--- config.mk ---
export PLATFORM = sky130hd
export DESIGN_NAME = fetch
export DESIGN_NICKNAME = d
export VERILOG_FILES = /design/src/rtl/fetch_pkg.sv /design/src/rtl/fetch_next_pc.sv /design/src/rtl/fetch.sv
export SDC_FILE = /design/constraint.sdc
export NUM_CORES = 1
export LEC_CHECK = 0
export ABC_AREA = 1
export ABC_CLOCK_PERIOD_IN_PS = 3050
export CORE_UTILIZATION = 51
export CTS_CLUSTER_DIAMETER = 30
export DETAILED_ROUTE_END_ITERATION = 7
export GPL_ROUTABILITY_DRIVEN = 1
export PLACE_DENSITY = 0.81
export SLEW_MARGIN = 20
export SYNTH_ARGS = -nofsm -noshare
export SYNTH_HDL_FRONTEND = slang
export SYNTH_SLANG_ARGS = --single-unit
--- constraint.sdc ---
create_clock -name clk -period 3.05 [get_ports clk]
set_clock_uncertainty 0.2 [all_clocks]
set_input_delay 0.61 -clock clk [delete_from_list [all_inputs] [get_ports clk]]
set_output_delay 0.61 -clock clk [all_outputs]
set_load 0.02 [all_outputs]
--- src/rtl/fetch_pkg.sv ---
// Shared definitions for the instruction-fetch block: PC width, opcode
// encodings, FSM state type and the PCoffset9 sign-extension helper.
package fetch_pkg;

    localparam int PC_W = 16;

    localparam logic [3:0] OP_BR   = 4'b0000;
    localparam logic [3:0] OP_ADD  = 4'b0001;
    localparam logic [3:0] OP_ST   = 4'b0011;
    localparam logic [3:0] OP_JSR  = 4'b0100;
    localparam logic [3:0] OP_LDR  = 4'b0110;
    localparam logic [3:0] OP_JMP  = 4'b1100;
    localparam logic [3:0] OP_TRAP = 4'b1111;

    typedef enum logic [1:0] {
        ST_IDLE   = 2'b00,
        ST_ADDR   = 2'b01,
        ST_UPDATE = 2'b10
    } fetch_state_t;

    function automatic logic [PC_W-1:0] sext9(input logic [8:0] off);
        return {{(PC_W-9){off[8]}}, off};
    endfunction

endpackage

--- src/rtl/fetch_next_pc.sv ---
// Combinational next-PC selection: branch, register-indirect jump, or
// sequential increment, all modulo 2^16.
module fetch_next_pc
    import fetch_pkg::*;
(
    input  logic [PC_W-1:0] i_pc,
    input  logic [3:0]      i_opcode,
    input  logic [8:0]      i_offset,
    input  logic [PC_W-1:0] i_reg,
    input  logic [2:0]      i_br_nzp,
    input  logic [2:0]      i_result_nzp,
    output logic [PC_W-1:0] o_next_pc
);

    logic [PC_W-1:0] w_inc;
    logic            w_taken;

    assign w_inc   = i_pc + {{(PC_W-1){1'b0}}, 1'b1};
    assign w_taken = |(i_br_nzp & i_result_nzp);

    // Select the successor PC from the opcode of the instruction just executed
    always_comb begin
        o_next_pc = w_inc;
        case (i_opcode)
            OP_BR: begin
                if (w_taken) begin
                    o_next_pc = w_inc + sext9(i_offset);
                end else begin
                    o_next_pc = w_inc;
                end
            end
            OP_JMP, OP_JSR, OP_TRAP: o_next_pc = i_reg;
            default:                 o_next_pc = w_inc;
        endcase
    end

endmodule

--- src/rtl/fetch.sv ---
// Instruction fetch: IDLE -> ADDR -> UPDATE sequencer that presents the
// current PC as a read address, then advances the PC on leaving UPDATE.
module fetch
    import fetch_pkg::*;
(
    input  logic            clk,
    input  logic            rst_n,
    input  logic            fetch_start,
    input  logic [3:0]      opCode_in,
    input  logic [8:0]      offset_in,
    input  logic [PC_W-1:0] reg_in,
    input  logic [2:0]      br_nzp,
    input  logic [2:0]      result_nzp,
    output logic [PC_W-1:0] addr_out,
    output logic            wea_out,
    output logic [PC_W-1:0] pc
);

    fetch_state_t    r_state;
    logic [PC_W-1:0] r_pc;
    logic [PC_W-1:0] r_addr;
    logic            r_wea;
    logic [PC_W-1:0] w_next_pc;

    fetch_next_pc u_next_pc (
        .i_pc         (r_pc),
        .i_opcode     (opCode_in),
        .i_offset     (offset_in),
        .i_reg        (reg_in),
        .i_br_nzp     (br_nzp),
        .i_result_nzp (result_nzp),
        .o_next_pc    (w_next_pc)
    );

    // Fetch sequencer; fetch_start outside IDLE is dropped, not queued
    always_ff @(posedge clk or negedge rst_n) begin
        if (!rst_n) begin
            r_state <= ST_IDLE;
            r_pc    <= {PC_W{1'b0}};
            r_addr  <= {PC_W{1'b0}};
            r_wea   <= 1'b0;
        end else begin
            r_wea <= 1'b0;
            case (r_state)
                ST_IDLE: begin
                    if (fetch_start) begin
                        r_addr  <= r_pc;
                        r_state <= ST_ADDR;
                    end else begin
                        r_state <= ST_IDLE;
                    end
                end
                ST_ADDR: begin
                    r_state <= ST_UPDATE;
                end
                ST_UPDATE: begin
                    r_pc    <= w_next_pc;
                    r_state <= ST_IDLE;
                end
                default: begin
                    r_state <= ST_IDLE;
                end
            endcase
        end
    end

    assign addr_out = r_addr;
    assign wea_out  = r_wea;
    assign pc       = r_pc;

endmodule

## After elaboration in Yosys (flattened, before gate mapping)

Index checks and enable logic that the tools add are counted.

- Register bits after elaboration: 34
- Latch bits: 0
- RAM bits: 0
- Bits in read-only memories: 0
- Input port bits: 38
- Output and inout port bits: 33
- Logic and storage cells: 20
- Memories kept: 0

- Add/subtract/negate cells: 2
- Multiply operators: 0
- Divide/modulo/power cells: 0
- $lt $le $gt $ge: 0
- Equal/unequal tests: 5
- Shifts and indexed selects: 0
- Mux-type cells: 4
- Bitwise gates (word level): 1
- Reductions and logical operators: 5

Operators with widths:

| cell | number |
|---|---|
| $pmux 16 s2 | 1 |
| $add 16x1->16 const B | 1 |
| $add 16x16->16 | 1 |
| $mux 16 | 1 |
| $eq 4x4->1 const B | 2 |
| $reduce_or 3->1 | 2 |
| $eq 4x3->1 const B | 1 |
| $logic_not 4->1 | 1 |
| $pmux 2 s2 | 1 |
| $and 3x3->3 | 1 |
| $eq 2x1->1 const B | 1 |
| $eq 2x2->1 const B | 1 |
| $logic_not 2->1 | 1 |
| $reduce_and 2->1 | 1 |
| $mux 1 | 1 |

## Depth between registers and ports, before layout

Gate-level depths: netlist of run 1.

- Word-level depth: 4
- Depth in mapped cells: 21
- Gate-level depth less buffers: 21

## Hierarchy

From an unflattened synthesis of run 1, not the netlist that was laid out.

- Cell total of the unflattened synthesis: 500
- Area, all modules: 3216.8 um^2

Modules (own cells, without submodules):

| module | times used | cells an instance | area an instance (um^2) |
|---|---|---|---|
| fetch_next_pc | 1 | 354 | 1824.2 |
| fetch | 1 | 146 | 1392.6 |

## Worst setup path after synthesis of run 1

OpenSTA, ideal clock, no wires.

- Path type: reg2reg
- Start point: reg r_pc[1], in the netlist pc[1]
- End point: reg r_pc[13], in the netlist pc[13]
- Arrival time: 2.448 ns
- Setup slack: 0.284 ns
- Stages on the path, launching flop included: 20
- Cell sequence: dfrtp_1 > ha_1 > nand2_1 > inv_1 > nand2_1 > nor2_1 > nand2_1 > nand2_1 > inv_1 > ha_1 > nand2_1 > inv_1 > a21oi_1 > nor2_1 > nor2_1 > nand2_1 > nand2_1 > nand3_1 > a21oi_1 > nor2_1

- Word-level cells in the longest chain between the ends: 4

RTL lines:

| item | RTL line | text |
|---|---|---|
| start, declared | fetch.sv:20 | `logic [PC_W-1:0] r_pc;` |
| start signal, assigned | fetch.sv:39 | `r_pc <= {PC_W{1'b0}};` |
| start signal, assigned | fetch.sv:57 | `r_pc <= w_next_pc;` |
| $add 16x1->16 (*) | fetch_next_pc.sv:18 | `assign w_inc = i_pc + {{(PC_W-1){1'b0}}, 1'b1};` |
| $add 16x16->16 | fetch_next_pc.sv:27 | `o_next_pc = w_inc + sext9(i_offset);` |
| $mux 16 | fetch_next_pc.sv:26 | `if (w_taken) begin` |
| $pmux 16 s2 (*) | fetch_next_pc.sv:24 | `case (i_opcode)` |

Mark *: on every way between the ends. The rest lies on a longest branch, timed or not.
A chain may end at the register's enable or synchronous reset.

## Final worst setup path of run 1

- Start point: reg r_pc[0], in the netlist pc[0]
- End point: reg r_pc[13], in the netlist pc[13]

Same word-level chain as after synthesis.

==> insert_results.sql, run 1 <==
INSERT INTO impl_metrics (metric_group, metric, value, unit) VALUES
('die', 'num_rows', '27', ''),
('run', 'cap_violations', '0', ''),
('route', 'detail-route-antenna-nets', '0', ''),
('grt', 'grt_max_degree', '35', ''),
('die', 'start_util', '53.9', '%'),
('yosys', 'ys_seq_area_share', '28.1', '%'),
('critical_path', 'crit_buf_inv', '4', ''),
('grt', 'grt_antenna_before_repair', '0', ''),
('min_path', 'min_path_type', 'register to register', ''),
('grt', 'first_pass_grt_wire_length', '14100', 'um'),
('route', 'dr_total_vias', '3407', ''),
('critical_path', 'cpMaxStageDelayCell', 'sky130_fd_sc_hd__dfrtp_1', ''),
('yosys', 'synth-warning-count', '0', ''),
('yosys', 'postSynthRegisterBits', '34', ''),
('sta', 'max_freq', '0.345', 'GHz'),
('power_and_ir_drop', 'power.density_cell_area', '1030', 'nW/um^2'),
('clocking', 'cts-buffers-inserted', '5', ''),
('final_layout', 'layout_common_cells', '138 x sky130_fd_sc_hd__nand2_1, 69 x sky130_fd_sc_hd__inv_1, 69 x sky130_fd_sc_hd__clkdlybuf4s50_1, 50 x sky130_fd_sc_hd__nor2_1, 36 x sky130_fd_sc_hd__nand3_1', ''),
('sta', 'period_minus_slack', '2.90', 'ns'),
('power_and_ir_drop', 'peakVddDrop', '0.525', 'mV'),
('yosys', 'netlist_area', '3020', 'um^2'),
('critical_path', 'critical_path_class', 'register to register', ''),
('yosys', 'syn-instance-count', '475', ''),
('critical_path', 'cp_top_family', 'simple AND/OR/NAND/NOR gates', ''),
('route', 'dr.pass1.iters', '5', ''),
('placement', 'routabilityCongestion', '0.992', ''),
('critical_path', 'worstPathRequired', '3.04', 'ns'),
('die', 'dieArea', '6240', 'um^2'),
('yosys', 'synthArstFlopShare', '100', '%'),
('clocking', 'worst_skew_pair.late_latency', '0.29', 'ns'),
('grt', 'globalRouteTotalUtil', '28.6', '%'),
('sta', 'worst_tran_pin_value', '0.553', 'ns'),
('placement', 'number_of_placed_instances_with_taps_included', '621', ''),
('final_layout', 'area_growth_syn_to_layout', '33.1', '%'),
('final_layout', 'num_antenna_cells', '0', ''),
('critical_path', 'timing.critical_path.mode_cell', 'sky130_fd_sc_hd__nor2_1', ''),
('clocking', 'htree_levels', '2', ''),
('sta', 'finalHoldViolations', '0', ''),
('critical_path', 'delay_contributed_by_the_slowest_stage_of_the_critical_path', '0.41', 'ns'),
('clocking', 'cts-root-buf', 'sky130_fd_sc_hd__clkbuf_8', ''),
('final_layout', 'number_of_filler_cells_placed_in_the_layout', '497', ''),
('critical_path', 'worstPathArrival', '2.89', 'ns'),
('yosys', 'synth_net_count', '533', ''),
('route', 'wire_per_inst', '13.7', 'um'),
('sta', 'layout_worst_path_cycle_share', '95.2', '%'),
('sta', 'finalSetupViolations', '0', ''),
('sta', 'worst_hold_slack', '0.229', 'ns'),
('clocking', 'clkSinkCount', '34', ''),
('power_and_ir_drop', 'power.static_leakage', '2.03', 'nW'),
('die', 'chipHeight', '79.0', 'um'),
('route', 'post-route-drc-count', '0', ''),
('sta', 'report.final.slew_viol_count', '0', ''),
('clocking', 'tritoncts', 'done', ''),
('placement', 'dp_hpwl', '6700', 'um'),
('yosys', 'synth_top_flop_cell', 'sky130_fd_sc_hd__dfrtp_1', ''),
('die', 'placeableCoreArea', '5610', 'um^2'),
('final_layout', 'numnets_final', '616', ''),
('critical_path', 'endpoint_kind', 'register', ''),
('critical_path', 'worstSetupStartpointType', 'register', ''),
('yosys', 'avgSynthCellArea', '6.37', 'um^2'),
('critical_path', 'crit_chain', 'buf_4 -> inv_1 -> nor2_1 -> nand2_1 -> xor2_1 -> inv_1 -> ha_1 -> nand2_2 -> inv_1 -> a21oi_2 -> nor2_1 -> nor2_1 -> nand2_1 -> nand2_1 -> nand3_1 -> a21oi_1 -> nor2_1', ''),
('clocking', 'clk_pin_slew', '0.07', 'ns'),
('route', 'post_dr_vias_cell', '5.41', ''),
('run_status', 'run_status', 'complete, no violations', ''),
('sta', 'rsz0062_at_grt', 'yes', ''),
('final_layout', 'drive_gt1_share', '8.96', '%'),
('clocking', 'buffer_levels_on_the_longest_clock_path', '2', ''),
('yosys', 'yosys.cell_types.count', '38', ''),
('die', 'io_pins', '71', ''),
('placement', 'buffer_ports.inserted', '69', ''),
('sta', 'slew_headroom', '63.0', '%'),
('die', 'die_w', '79.0', 'um'),
('grt', 'number_of_global_route_vias_before_repair', '3115', ''),
('grt', 'gr-total-overflow', '0', ''),
('route', 'detail_route.wirelength', '8640', 'um'),
('yosys', 'number_of_flops_mapped_to_enable_cells_by_yosys', '0', ''),
('route', 'drt_iter0_drc', '247', ''),
('final_layout', 'final_common_cell', 'sky130_fd_sc_hd__nand2_1', ''),
('final_layout', 'finish.cell_count_without_fillers', '630', ''),
('critical_path', 'critical_path_maximum_fanout', '5', '');
[cells in the mapped netlist (2+ instances only)]
cell | count | share of area (%)
sky130_fd_sc_hd__a211oi_1 | 3 | 0.74
sky130_fd_sc_hd__a21boi_0 | 2 | 0.50
sky130_fd_sc_hd__a21oi_1 | 30 | 5.0
sky130_fd_sc_hd__a21oi_2 | 2 | 0.58
sky130_fd_sc_hd__a31oi_1 | 2 | 0.41
sky130_fd_sc_hd__and2_1 | 2 | 0.41
sky130_fd_sc_hd__clkbuf_1 | 6 | 0.74
sky130_fd_sc_hd__dfrtp_1 | 34 | 28
sky130_fd_sc_hd__ha_1 | 19 | 7.9
sky130_fd_sc_hd__inv_1 | 70 | 8.7
sky130_fd_sc_hd__inv_2 | 2 | 0.25
sky130_fd_sc_hd__nand2_1 | 140 | 17
sky130_fd_sc_hd__nand3_1 | 36 | 6.0
sky130_fd_sc_hd__nand4_1 | 6 | 1.2
sky130_fd_sc_hd__nor2_1 | 52 | 6.5
sky130_fd_sc_hd__nor3_1 | 7 | 1.2
sky130_fd_sc_hd__o211ai_1 | 4 | 0.99
sky130_fd_sc_hd__o21ai_0 | 28 | 4.6
sky130_fd_sc_hd__o21ai_1 | 2 | 0.33
sky130_fd_sc_hd__o21bai_1 | 4 | 0.99
sky130_fd_sc_hd__xor2_1 | 7 | 2.0
[registers in the layout, summed over array words and instances (netlist names)]
signal and cells:
addr_out 16, pc 16, r_state 2
[cell type report]
class | count | area [um^2] | share of cell area, %
multi-input combinational | 359 | 1920 | 47.6
sequential | 34 | 853 | 21.2
timing repair buffer | 84 | 803 | 20.0
inverter | 74 | 282 | 7.00
tap | 72 | 90.1 | 2.24
clock buffer | 5 | 68.8 | 1.71
clock inverter | 2 | 10.0 | 0.249
[logic make-up (layout without fill, tap and decap cells)]
family | after synthesis | in the layout | share of synthesized area, %
AND/OR/NAND/NOR | 248 | 248 | 34.7
AO/OA/AOI/OAI | 83 | 83 | 16.1
buffers and inverters | 82 | 165 | 10.5
flip-flops | 34 | 34 | 28.1
adder cells (fa/ha/maj) | 20 | 20 | 8.52
XOR/XNOR | 7 | 7 | 2.03
other | 1 | 1 | 0.124
[routing by layer]
layer	vias to the layer above	GRT usage (%)	part of all wire (%)
li1	1693	-	-
met2	134	48.4	47
met5	-	0	0
met1	1559	38.3	44
met3	21	3.10	6.2
met4	0	8.55	2.1
[report_power, final]
part | switching [mW] | total (mW) | leakage [nW] | internal (mW)
combinational | 1.79 | 2.96 | 1.60 | 1.17
sequential | 0.205 | 0.856 | 0.385 | 0.652
clock | 0.162 | 0.315 | 0.0438 | 0.153
[stage by stage]
stage          worst slack [ns]  TNS, ns  power, mW  area [um^2]  util [%]
3_5_place_dp            -0.0402  -0.0463       3.66         3870      69.0
6_report                  0.148        0       4.14         4020      71.8
4_1_cts                  0.0594        0       3.98         3950      70.4
5_1_grt                 -0.0647   -0.133       4.50         4020      71.8
2_1_floorplan             0.284        0       2.68         3020         -
3_3_place_gp             0.0802        0       3.57         3870      69.0
[repair_timing]
action,in CTS,in global routing
setup endpoints to repair,0,9
gates resized for setup,0,17
hold buffers,0,0
buffers inserted,0,2
[path summary, 6_finish.rpt]
| check | start | slack [ns] | endpoint | cells after the start |
|---|---|---|---|---|
| max in group asynchronous | rst_n | 1.78 | pc[5] | 2 |
| worst max-delay path | pc[0] | 0.15 | pc[13] | 17 |
| min in group asynchronous | rst_n | 0.54 | pc[4] | 2 |
| worst min-delay path | r_state[1] | 0.23 | r_state[1] | 1 |
| worst min register to register | r_state[1] | 0.23 | r_state[1] | 1 |
| worst max register to register | pc[0] | 0.15 | pc[13] | 17 |
Power figures use the tool's default switching activity.
==> run 2, diff against run 1 <==
--- a/config.mk
+++ b/config.mk
@@ -11,6 +11,7 @@
 export CTS_CLUSTER_DIAMETER = 30
 export DETAILED_ROUTE_END_ITERATION = 7
 export GPL_ROUTABILITY_DRIVEN = 1
+export MAX_ROUTING_LAYER = met4
 export PLACE_DENSITY = 0.81
 export SLEW_MARGIN = 20
 export SYNTH_ARGS = -nofsm -noshare
==> run 2 against run 1 <==
Compared with the run above:
- utilization grew 0.089 points
- design area up 0.12%
- fmax rose by 0.41%
==> insert_results.sql, run 2 (synthesized netlist as in run 1, its figures left out) <==
INSERT INTO impl_metrics (metric_group, metric, value, unit) VALUES
('sta', 'max_freq', '0.346', 'GHz'),
('critical_path', 'worst-r2r-cell-count', '18', ''),
('route', 'wire_per_inst', '13.8', 'um'),
('placement', 'preCtsSetupSlack', '0.0275', 'ns'),
('die', 'io_pins', '71', ''),
('critical_path', 'endpoint_kind', 'register', ''),
('clocking', 'clkSinkCount', '34', ''),
('critical_path', 'r2r_start', 'pc[1]', ''),
('sta', 'final_worst_path_setup_slack', '0.160', 'ns'),
('min_path', 'timing.hold.worst_endpoint', 'r_state[1]', ''),
('critical_path', 'critical_path_maximum_fanout', '6', ''),
('clocking', 'htree_levels', '2', ''),
('sta', 'worst_hold_slack', '0.219', 'ns'),
('grt', 'grt_antenna_before_repair', '0', ''),
('min_path', 'min_path_type', 'register to register', ''),
('power_and_ir_drop', 'power.static_leakage', '2.03', 'nW'),
('grt', 'number_of_global_route_vias_before_repair', '3169', ''),
('route', 'detail-route-antenna-nets', '0', ''),
('sta', 'worst_tran_pin_value', '0.532', 'ns'),
('final_layout', 'numnets_final', '615', ''),
('sta', 'finalSetupViolations', '0', ''),
('final_layout', 'num_antenna_cells', '0', ''),
('min_path', 'min_from', 'r_state[1]', ''),
('power_and_ir_drop', 'power.density_cell_area', '1040', 'nW/um^2'),
('clocking', 'tritoncts', 'done', ''),
('power_and_ir_drop', 'peakVddDrop', '0.494', 'mV'),
('placement', 'dp_hpwl', '6740', 'um'),
('run_status', 'run_status', 'complete, no violations', ''),
('critical_path', 'critical_path.reg2reg.endpoint', 'pc[13]', ''),
('placement', 'dpl_cell_area', '3860', 'um^2'),
('route', 'post_dr_vias_cell', '5.42', ''),
('critical_path', 'cpMaxStageDelayCell', 'sky130_fd_sc_hd__dfrtp_2', ''),
('route', 'detail_route.wirelength', '8710', 'um'),
('final_layout', 'drive_gt1_share', '8.98', '%'),
('sta', 'slew_headroom', '64.4', '%'),
('final_layout', 'finish.cell_count_without_fillers', '629', ''),
('sta', 'layout_worst_path_cycle_share', '94.8', '%'),
('critical_path', 'worstSetupStartpointType', 'register', ''),
('clocking', 'buffer_levels_on_the_longest_clock_path', '2', ''),
('route', 'dr.pass1.iters', '5', ''),
('final_layout', 'final_core_utilization', '71.8', '%'),
('route', 'post-route-drc-count', '0', ''),
('clocking', 'cts.hold.buffers_added', '0', ''),
('sta', 'finalHoldViolations', '0', ''),
('die', 'start_util', '53.9', '%'),
('die', 'num_rows', '27', ''),
('die', 'die_w', '79.0', 'um'),
('critical_path', 'critical_path_class', 'register to register', ''),
('clocking', 'cts-root-buf', 'sky130_fd_sc_hd__clkbuf_8', ''),
('die', 'placeableCoreArea', '5610', 'um^2'),
('placement', 'buffer_ports.inserted', '69', ''),
('final_layout', 'final_common_cell', 'sky130_fd_sc_hd__nand2_1', ''),
('grt', 'first_pass_grt_wire_length', '14800', 'um'),
('route', 'drt_iter0_drc', '322', ''),
('clocking', 'worst_skew_pair.late_latency', '0.29', 'ns'),
('final_layout', 'post-route-cell-area', '4030', 'um^2'),
('min_path', 'min_delay_path_depth', '1', ''),
('placement', 'number_of_placed_instances_with_taps_included', '620', ''),
('grt', 'gr-total-overflow', '0', ''),
('final_layout', 'number_of_filler_cells_placed_in_the_layout', '495', ''),
('critical_path', 'worstPathRequired', '3.03', 'ns'),
('route', 'dr_total_vias', '3408', ''),
('final_layout', 'area_growth_syn_to_layout', '33.2', '%'),
('sta', 'timing.setup.tns', '0', 'ns'),
('run', 'cap_violations', '0', ''),
('critical_path', 'timing.critical_path.mode_cell', 'sky130_fd_sc_hd__nand2_1', ''),
('critical_path', 'regToRegSetupSlack', '0.16', 'ns'),
('grt', 'globalRouteTotalUtil', '31.0', '%'),
('power_and_ir_drop', 'power', '4.18', 'mW'),
('final_layout', 'layout_common_cells', '138 x sky130_fd_sc_hd__nand2_1, 70 x sky130_fd_sc_hd__inv_1, 69 x sky130_fd_sc_hd__clkdlybuf4s50_1, 48 x sky130_fd_sc_hd__nor2_1, 36 x sky130_fd_sc_hd__nand3_1', ''),
('critical_path', 'worstPathArrival', '2.87', 'ns'),
('clocking', 'cts-buffers-inserted', '5', ''),
('critical_path', 'delay_contributed_by_the_slowest_stage_of_the_critical_path', '0.41', 'ns'),
('sta', 'report.final.slew_viol_count', '0', ''),
('clocking', 'clk_pin_slew', '0.07', 'ns'),
('critical_path', 'crit_chain', 'ha_1 -> nand2_1 -> inv_1 -> nand2_1 -> nor2_1 -> inv_1 -> o21ai_1 -> nand2_1 -> inv_1 -> ha_1 -> a21oi_2 -> o21bai_1 -> nor2_1 -> nand2_1 -> nand2_1 -> nand3_1 -> a21oi_1 -> nor2_1', ''),
('sta', 'period_minus_slack', '2.89', 'ns'),
('die', 'chipHeight', '79.0', 'um'),
('grt', 'grt_max_degree', '35', ''),
('die', 'dieArea', '6240', 'um^2'),
('placement', 'routabilityCongestion', '1.03', '');
==> run 2: worst max-delay path by stage <==
stage               slack (ns)  cells past startpoint         start      to
floorplan                 0.28                     19         pc[1]  pc[13]
global placement          0.08                     10  offset_in[8]  pc[14]
detailed placement        0.03                     12  offset_in[8]  pc[13]
CTS                       0.10                     18         pc[5]  pc[13]
global route             -0.06                     19         pc[1]  pc[13]
finish                    0.16                     18         pc[1]  pc[13]
==> run 2: cell type report <==
type / instances / area [um^2] / share of cell area (%)
Multi-Input combinational cell: 359 / 1930 / 47.9
Sequential cell: 34 / 853 / 21.2
Timing Repair Buffer: 83 / 796 / 19.8
Inverter: 74 / 282 / 6.99
Tap cell: 72 / 90.1 / 2.24
Clock buffer: 5 / 68.8 / 1.71
Clock inverter: 2 / 10.0 / 0.248
==> run 2: timing repair <==
item,4_1_cts,5_1_grt
buffers inserted,0,2
gates resized for setup,0,20
setup endpoints to repair,0,10
endpoints found under the hold margin,0,0
==> run 2: routing by layer <==
metal | up-vias | share of wire, % | global-route usage [%]
met5 | - | 0 | -
met4 | 0 | 1.9 | 8.00
met3 | 19 | 6.0 | 3.56
met2 | 143 | 48 | 50.4
met1 | 1553 | 44 | 41.0
li1 | 1693 | - | -
==> run 2: worst max-delay path: cells and delay by family, from the launching register on <==
kind	cells	cell delay [ns]
flip-flops	1	0.41
adder cells (fa/ha/maj)	2	0.49
AO/OA/AOI/OAI	4	0.55
buffers and inverters	3	0.35
AND/OR/NAND/NOR	9	0.80
==> run 2: where the power goes <==
group | internal (mW) | switching [mW] | total, mW
logic | 1.18 | 1.83 | 3.01
registers | 0.652 | 0.203 | 0.855
clock network | 0.153 | 0.160 | 0.313
total | 1.98 | 2.19 | 4.18
